`src/rtl/immenc_pkg.sv`:
```
// ---------------------------------------------------------------------------
// immenc_pkg : immediate-format encodings, error bit indices, field widths
// Rev 1.0
// ---------------------------------------------------------------------------
`default_nettype none

package immenc_pkg;

  typedef enum logic [1:0] {
    IMM_I = 2'b00,
    IMM_S = 2'b01,
    IMM_B = 2'b10,
    IMM_J = 2'b11
  } immsrc_e;

  localparam int XLEN      = 32;
  localparam int ENC_LSB   = 7;
  localparam int ENC_W     = 25;
  localparam int ERR_W     = 2;
  localparam int ERR_RANGE = 0;
  localparam int ERR_ALIGN = 1;
  localparam int CNT_W     = 8;

  // True when v[XLEN-1:msb] are all copies of one bit, i.e. v is a sign
  // extension of its low msb+1 bits.
  function automatic logic sext_fits(input logic [XLEN-1:0] v, input int unsigned msb);
    logic [XLEN-1:0] sh;
    sh = XLEN'($signed(v) >>> msb);
    return (sh == '0) || (sh == '1);
  endfunction

endpackage

`default_nettype wire

```
`src/rtl/immenc_core.sv`:
```
// ---------------------------------------------------------------------------
// immenc_core : combinational immediate scatter into instruction bits [31:7]
// Rev 1.0
// ---------------------------------------------------------------------------
`default_nettype none

module immenc_core
  import immenc_pkg::*;
(
  input  logic [1:0]       immsrc,
  input  logic [XLEN-1:0]  imm,
  output logic [ENC_W-1:0] enc,
  output logic [ENC_W-1:0] mask,
  output logic [ERR_W-1:0] err
);

  logic [31:ENC_LSB] enc_raw;
  logic [31:ENC_LSB] mask_raw;

  always_comb begin
    enc_raw  = '0;
    mask_raw = '0;
    err      = '0;
    case (immsrc_e'(immsrc))
      IMM_I: begin
        enc_raw[31:20]  = imm[11:0];
        mask_raw[31:20] = '1;
        err[ERR_RANGE]  = !sext_fits(imm, 11);
      end
      IMM_S: begin
        enc_raw[31:25]  = imm[11:5];
        enc_raw[11:7]   = imm[4:0];
        mask_raw[31:25] = '1;
        mask_raw[11:7]  = '1;
        err[ERR_RANGE]  = !sext_fits(imm, 11);
      end
      IMM_B: begin
        enc_raw[31]     = imm[12];
        enc_raw[30:25]  = imm[10:5];
        enc_raw[11:8]   = imm[4:1];
        enc_raw[7]      = imm[11];
        mask_raw[31:25] = '1;
        mask_raw[11:7]  = '1;
        err[ERR_RANGE]  = !sext_fits(imm, 12);
        err[ERR_ALIGN]  = imm[0];
      end
      IMM_J: begin
        enc_raw[31]     = imm[20];
        enc_raw[30:21]  = imm[10:1];
        enc_raw[20]     = imm[11];
        enc_raw[19:12]  = imm[19:12];
        mask_raw[31:12] = '1;
        err[ERR_RANGE]  = !sext_fits(imm, 20);
        err[ERR_ALIGN]  = imm[0];
      end
      default: begin
        enc_raw  = '0;
        mask_raw = '0;
      end
    endcase
    // An unencodable value must never leak partial fields downstream.
    enc  = (err == '0) ? enc_raw : '0;
    mask = mask_raw;
  end

endmodule

`default_nettype wire

```
`src/rtl/immenc.sv`:
```
// ---------------------------------------------------------------------------
// immenc : two-stage valid/ready pipeline around immenc_core
// Rev 1.0
// ---------------------------------------------------------------------------
`default_nettype none

module immenc
  import immenc_pkg::*;
(
  input  logic             clk,
  input  logic             reset,
  input  logic             in_valid,
  output logic             in_ready,
  input  logic [1:0]       immsrc,
  input  logic [XLEN-1:0]  imm,
  output logic             out_valid,
  input  logic             out_ready,
  output logic [ENC_W-1:0] enc,
  output logic [ENC_W-1:0] mask,
  output logic [ERR_W-1:0] err,
  output logic [CNT_W-1:0] err_count
);

  logic             s1_valid_q, s1_valid_d;
  logic [1:0]       s1_immsrc_q, s1_immsrc_d;
  logic [XLEN-1:0]  s1_imm_q, s1_imm_d;
  logic             out_valid_q, out_valid_d;
  logic [ENC_W-1:0] enc_q, enc_d;
  logic [ENC_W-1:0] mask_q, mask_d;
  logic [ERR_W-1:0] err_q, err_d;
  logic [CNT_W-1:0] err_count_q, err_count_d;

  logic [ENC_W-1:0] core_enc;
  logic [ENC_W-1:0] core_mask;
  logic [ERR_W-1:0] core_err;

  logic s2_load;
  logic in_fire;
  logic out_fire;

  immenc_core u_core (
    .immsrc (s1_immsrc_q),
    .imm    (s1_imm_q),
    .enc    (core_enc),
    .mask   (core_mask),
    .err    (core_err)
  );

  // Handshakes are masked during reset so nothing transfers in that cycle.
  assign s2_load   = !out_valid_q || out_ready;
  assign in_ready  = !reset && (!s1_valid_q || s2_load);
  assign out_valid = out_valid_q && !reset;
  assign in_fire   = in_valid && in_ready;
  assign out_fire  = out_valid && out_ready;

  assign enc       = enc_q;
  assign mask      = mask_q;
  assign err       = err_q;
  assign err_count = err_count_q;

  always_comb begin
    s1_valid_d  = s1_valid_q;
    s1_immsrc_d = s1_immsrc_q;
    s1_imm_d    = s1_imm_q;
    out_valid_d = out_valid_q;
    enc_d       = enc_q;
    mask_d      = mask_q;
    err_d       = err_q;
    err_count_d = err_count_q;

    if (s2_load) begin
      out_valid_d = s1_valid_q;
      if (s1_valid_q) begin
        enc_d  = core_enc;
        mask_d = core_mask;
        err_d  = core_err;
      end
      s1_valid_d = 1'b0;
    end

    if (in_fire) begin
      s1_valid_d  = 1'b1;
      s1_immsrc_d = immsrc;
      s1_imm_d    = imm;
    end

    if (out_fire && (err_q != '0) && (err_count_q != '1)) begin
      err_count_d = err_count_q + 1'b1;
    end
  end

  always_ff @(posedge clk) begin
    if (reset) begin
      s1_valid_q  <= 1'b0;
      s1_immsrc_q <= '0;
      s1_imm_q    <= '0;
      out_valid_q <= 1'b0;
      enc_q       <= '0;
      mask_q      <= '0;
      err_q       <= '0;
      err_count_q <= '0;
    end else begin
      s1_valid_q  <= s1_valid_d;
      s1_immsrc_q <= s1_immsrc_d;
      s1_imm_q    <= s1_imm_d;
      out_valid_q <= out_valid_d;
      enc_q       <= enc_d;
      mask_q      <= mask_d;
      err_q       <= err_d;
      err_count_q <= err_count_d;
    end
  end

endmodule

`default_nettype wire

```
`config.mk`:
```
export PLATFORM = sky130hd
export DESIGN_NAME = immenc
export DESIGN_NICKNAME = d
export VERILOG_FILES = /design/src/rtl/immenc_pkg.sv /design/src/rtl/immenc_core.sv /design/src/rtl/immenc.sv
export SDC_FILE = /design/constraint.sdc
export NUM_CORES = 1
export LEC_CHECK = 0
export BUFFER_PORTS_ARGS = -buffer_cell sky130_fd_sc_hd__buf_4
export CORE_ASPECT_RATIO = 0.5
export CORE_MARGIN = 4
export CORE_UTILIZATION = 30
export CTS_CLUSTER_SIZE = 8
export DETAILED_ROUTE_END_ITERATION = 10
export SYNTH_ARGS = -nofsm -noshare
export SYNTH_HDL_FRONTEND = slang
export SYNTH_HIERARCHICAL = 1
export SYNTH_SLANG_ARGS = --single-unit
```
`constraint.sdc`:
```
create_clock -name clk -period 2.14 [get_ports clk]
set_clock_uncertainty 0.05 [all_clocks]
set_input_delay 0.107 -clock clk [delete_from_list [all_inputs] [get_ports clk]]
set_output_delay 0.107 -clock clk [all_outputs]
set_load 0.02 [all_outputs]
```
=== Yosys cells after proc, flatten, opt, wreduce, memory -nomap -nowiden ===
Cells that the tools add are included.

* Register bits after elaboration: 96
* ROM bits: 0
* Bits in writable memories: 0
* Bits in latches: 0
* Output and inout port bits: 62
* Memories kept: 0

* Shift-type cells: 0
* Muxes and demuxes: 13
* Reduce and logical (&&, ||, !) cells: 30
* Divide/modulo/power cells: 0
* Bitwise logic cells: 0
* Equal/unequal tests: 7
* $lt $le $gt $ge: 0
* Multiply operators: 0
* Add/subtract/negate cells: 1

{| class="wikitable"
|+ Operators with widths
! cell !! number
|-
| $eq A32 B32 Y1 const B || 3
|-
| $logic_not A32 Y1 || 3
|-
| $mux W25 || 1
|-
| $pmux W7 S3 || 1
|-
| $pmux W5 S2 || 2
|-
| $mux W8 || 2
|-
| $mux W5 || 2
|-
| $add A8 B1 Y8 const B || 1
|-
| $ne A8 B8 Y1 const B || 1
|-
| $reduce_or A2 Y1 || 4
|-
| $mux W7 || 1
|-
| $logic_and A1 B1 Y1 || 6
|-
| $logic_not A1 Y1 || 6
|-
| $logic_or A1 B1 Y1 || 5
|-
| $eq A2 B2 Y1 const B || 2
|-
| $logic_not A2 Y1 || 2
|-
| $reduce_bool A2 Y1 || 2
|-
| $reduce_or A4 Y1 || 1
|-
| $mux W1 || 3
|-
| $pmux W1 S3 || 1
|-
| $eq A2 B1 Y1 const B || 1
|-
| $reduce_and A2 Y1 || 1
|}

=== Logic depth before layout (Yosys ltp) ===
* Depth in word-level cells: 6
* Mapped depth: 9
* Mapped depth without buffers: 8

=== Cells and area by module ===
Netlist, hierarchy kept.

{| class="wikitable"
|+ Modules (own cells, without submodules)
! module !! cells each !! area an instance (um2) !! instances
|-
| immenc || 435 || 3467.1 || 1
|-
| immenc_core || 116 || 803.3 || 1
|}

=== Worst setup path before layout ===
No wires, ideal clock.

* Path type: reg2reg
* From: reg s1_immsrc_q[0]
* To: reg enc_q[14] (netlist: enc[14])
* Data required time: 1.958 ns
* Data arrival time: 1.928 ns
* Cell stages (with the launch flop): 9
* Path buffers: 1
* Clock period less this slack: 2.111 ns
* Path slack: 0.029 ns
* Library setup time: 0.132 ns
* Path through: dfxtp_1 inv_1 ha_1 or3_1 a31oi_1 buf_4 a211oi_2 nand2_1 a21oi_1

* Word-level cells in the longest chain between the ends: 5

{| class="wikitable"
|+ Ends and longest elaborated chain
! item !! RTL line !! text
|-
| start: declaration || immenc.sv:25 || <nowiki>logic [1:0] s1_immsrc_q, s1_immsrc_d;</nowiki>
|-
| start signal: assignment || immenc.sv:104 || <nowiki>s1_immsrc_q <= s1_immsrc_d;</nowiki>
|-
| $eq A2 B1 Y1 (tied with other cells) || immenc_core.sv:24 || <nowiki>case (immsrc_e'(immsrc))</nowiki>
|-
| $reduce_or A2 Y1 (no source line) || -- ||
|-
| $pmux W1 S3 / $mux W1 (equally long branches) || immenc_core.sv:24 ||
|-
| $logic_not A2 Y1 || immenc_core.sv:62 || <nowiki>enc = (err == '0) ? enc_raw : '0;</nowiki>
|-
| $mux W25 * || immenc_core.sv:62 ||
|-
| net core_enc[14] || immenc.sv:33 || <nowiki>logic [ENC_W-1:0] core_enc;</nowiki>
|-
| end signal: assignment || immenc.sv:107 || <nowiki>enc_q <= enc_d;</nowiki>
|-
| end: declaration || immenc.sv:28 || <nowiki>logic [ENC_W-1:0] enc_q, enc_d;</nowiki>
|}

Mark *: on every way through the listed nets, which the timed path passes. The rest lies on a longest branch.
A chain may end at the register's enable or synchronous reset.

=== Worst setup path in the final report ===
* From: reg s1_imm_q[24]
* To: reg enc_q[18] (netlist: enc[18])

* Word-level cells in the longest chain between the ends: 6

{| class="wikitable"
|+ Ends and longest elaborated chain
! item !! RTL line !! text
|-
| start: declaration || immenc.sv:26 || <nowiki>logic [XLEN-1:0] s1_imm_q, s1_imm_d;</nowiki>
|-
| start signal: assignment || immenc.sv:105 || <nowiki>s1_imm_q <= s1_imm_d;</nowiki>
|-
| $eq A32 B32 Y1 / $logic_not A32 Y1 (equally long branches) || immenc_pkg.sv:29 || <nowiki>return (sh == '0) || (sh == '1);</nowiki>
|-
| $logic_or A1 B1 Y1 || immenc_pkg.sv:29 ||
|-
| $logic_not A1 Y1 (on tied branches) || -- ||
|-
| $pmux W1 S3 * || immenc_core.sv:24 ||
|-
| $logic_not A2 Y1 * || immenc_core.sv:62 ||
|-
| $mux W25 * || immenc_core.sv:62 ||
|-
| net core_enc[18] || immenc.sv:33 ||
|}

Marked as above.

==> results.cfg <==
[floorplanning]
io_pins = 100
start_util_pct = 31.1
die_area_sq_um = 16300
row_count = 30
dieWidth_um = 177
die-height_um = 92.4
fp.coreArea_sq_um = 13700

[detailed_routing]
initialDrtViolationCount = 214
drc = 0
vias_per_cell = 4.58
post_drt_wl_per_cell_um = 13.3
first_pass_iters = 4
antenna_left = 0
num_vias = 3956
routed_wl_um = 11500

[finish]
fill_cells = 1381
drive_gt1_share_pct = 26.2
syn2layout_area_growth_pct = 40.1
fin_util_pct = 43.6
nets = 709
n_antenna_cell = 0

[synthesis]
synth.most_common_cell = nand2_1
synth_ff_type = dfxtp_1
yosys.area_share.adder_pct = 1.46
synthTopCellsByArea = dfxtp_1, nand2_1, a21oi_1
synth.avg_cell_area_sq_um = 7.75
synth_xor_area_share_pct = 0
yosysSeqAreaShare_pct = 45.0
synth_top_family_by_area = simple AND/OR/NAND/NOR gates
yosys.area_share.simple_pct = 24.2
async_reset_ff_share_pct = 0
synth_common_cells = nand2_1, dfxtp_1, a21oi_1
synth_mux_area_share_pct = 0.234
ys_ff_latch = 96
yosys.area.top_type = dfxtp_1
synth_cell_types = 46
synth-edff-count = 0
synth_warnings = 6
synth_compound_area_share_pct = 20.0
syn_inst = 551
synth_top_area_share_pct = 45.0
synth_area_sq_um = 4270

[critical_path]
regToRegSetupSlack_ns = 0.01
cp_max_fo = 5
cp_slowest_cell = or4_4
crit_arrival_ns = 2.35
crit_path_start_kind = flip-flop
cp_top_family = simple AND/OR/NAND/NOR gates
path_buf_inv = 1
critPathMaxStageDelay_ns = 0.58
critPathCaptureType = flip-flop
worstPathRequired_ns = 2.36
cp_cell_sequence = nand4_1 -> or4_4 -> o21a_2 -> clkbuf_16 -> a211oi_2 -> nand2_1 -> a21oi_1
critPathKind = reg -> reg

[placed_design]
io_buffers = 99
dp_hpwl_um = 7800
gp_congestion = 0.770

[clock_tree]
cts_max_level = 3
clockBufferDepth = 2
cts-root-buf = clkbuf_16
cts_sinks = 96
clk_latency_ns = 0.35
cts_tree = built
cts_buffers = 9
cts.clk_slew.worst_paths_ns = 0.07

[pwr]
total_power_mw = 4.41
p_leak_nw = 2.29
power_density_nw_per_um2 = 737
vdd_drop_max_mv = 0.436

[timing]
worst_slew_pin_slew_ns = 0.616
min_period_ns = 2.13
timing.slew.headroom_pct = 58.8
max_freq_mhz = 470
hold_ws_ns = 0.0228
rsz0062_at_grt = yes
hold_violations = 0
final_max_slew_viol_count = 0
finalSetupViolations = 0
period_share_pct = 99.3

[global_route]
grt_usage_pct = 13.9
grt_pass1_wl_um = 18600
grt_pass1_vias = 3656
antenna_found_initial = 0
grt.overflow.total = 0
grt_max_degree = 69

[job]
drv_cap = 0

[run_status]
status = complete, no violations

[worst_hold_path]
hold_path.class = in -> reg
cell families (layout without fill, tap and decap cells):
kind of cell    after synthesis  count (layout)
simple gates                244             244
compound gates              137             138
flops                        96              96
buf+inv                      67             180
fa+ha+maj                     5               5
other cells                   1               7
mux                           1               1
flip-flops by register name (all words and copies together) (netlist names):
signal / flops
enc: 25
err: 2
err_count: 8
mask: 25
out_valid_q: 1
s1_imm_q: 32
s1_immsrc_q: 2
s1_valid_q: 1
final timing paths:
kind / startpoint / to / depth (start not counted)
setup / recovery: s1_imm_q[24]$_SDFFE_PP0P_ / enc[18]$_SDFFE_PP0P_ / 7
hold / removal: reset / enc[20]$_SDFFE_PP0P_ / 2
setup reg to reg: s1_imm_q[24]$_SDFFE_PP0P_ / enc[18]$_SDFFE_PP0P_ / 7
hold reg to reg: mask[11]$_SDFFE_PP0P_ / mask[11]$_SDFFE_PP0P_ / 2
layer usage:
layer	global-route usage (%)	up-vias	part of all wire, %
li1	-	2068	-
met5	0	-	0
met4	3.22	0	1.1
met1	19.5	1822	50
met3	3.63	11	3.7
met2	21.5	55	45
metrics by stage:
| step | cells | cell area [sq um] | TNS (ns) | setup WS (ns) |
|---|---|---|---|---|
| after floorplan | 557 | 4290 | 0 | 0.0295 |
| after global placement | 807 | 5140 | 0 | 0.0993 |
| after detailed placement | 807 | 5140 | 0 | 0.0248 |
| after CTS | 858 | 5850 | 0 | 0.00266 |
| after global routing | 863 | 5980 | -0.366 | -0.0888 |
| final | 863 | 5980 | 0 | 0.0145 |
layout by cell type, fill, tap and decap left out, types with 2 or more instances in the layout:
master / count
nand2_1: 191
buf_4: 115
dfxtp_1: 88
a21oi_1: 63
o21ai_0: 35
dlygate4sd3_1: 35
a211oi_2: 11
clkbuf_16: 10
nand3_1: 9
nand4_1: 9
nor2_1: 8
dfxtp_2: 8
inv_1: 7
nor4_1: 7
conb_1: 7
ha_1: 5
buf_12: 5
o21ai_1: 4
nor2b_1: 3
a21oi_2: 3
nor3_1: 3
bufinv_16: 3
a211oi_1: 2
o311ai_0: 2
o41ai_1: 2
or3_1: 2
clkinv_4: 2
or2_2: 2
a22o_1: 2
a2111oi_2: 2
a2111oi_4: 2
power by group:
group | total, mW | leakage [nW] | switching [mW] | internal [mW]
Sequential | 1.92 | 0.786 | 0.0584 | 1.86
Clock | 1.88 | 0.172 | 0.724 | 1.16
Combinational | 0.607 | 1.33 | 0.333 | 0.274
Total | 4.41 | 2.29 | 1.12 | 3.29
layout make-up:
cell class / count / area (sq um) / area share [%]
Clock buffer: 9 / 225 / 3.76
Clock inverter: 7 / 128 / 2.13
Inverter: 8 / 30.0 / 0.502
Multi-Input combinational cell: 395 / 2090 / 34.9
Sequential cell: 96 / 1930 / 32.3
Tap cell: 192 / 240 / 4.01
Timing Repair Buffer: 156 / 1340 / 22.4
worst register-to-register path, cell delays in order (launching register included):
cell,delay (ns)
dfxtp_2,0.34
nand4_1,0.19
or4_4,0.58
o21a_2,0.29
clkbuf_16,0.17
a211oi_2,0.22
nand2_1,0.08
a21oi_1,0.15
what timing repair did:
item | 4_1_cts | 5_1_grt
gates resized for setup | 0 | 20
endpoints found under the setup margin | 0 | 15
hold endpoints to repair | 35 | 0
setup buffers | 0 | 3
hold buffers | 35 | 0
Power figures use the tool's default switching activity.
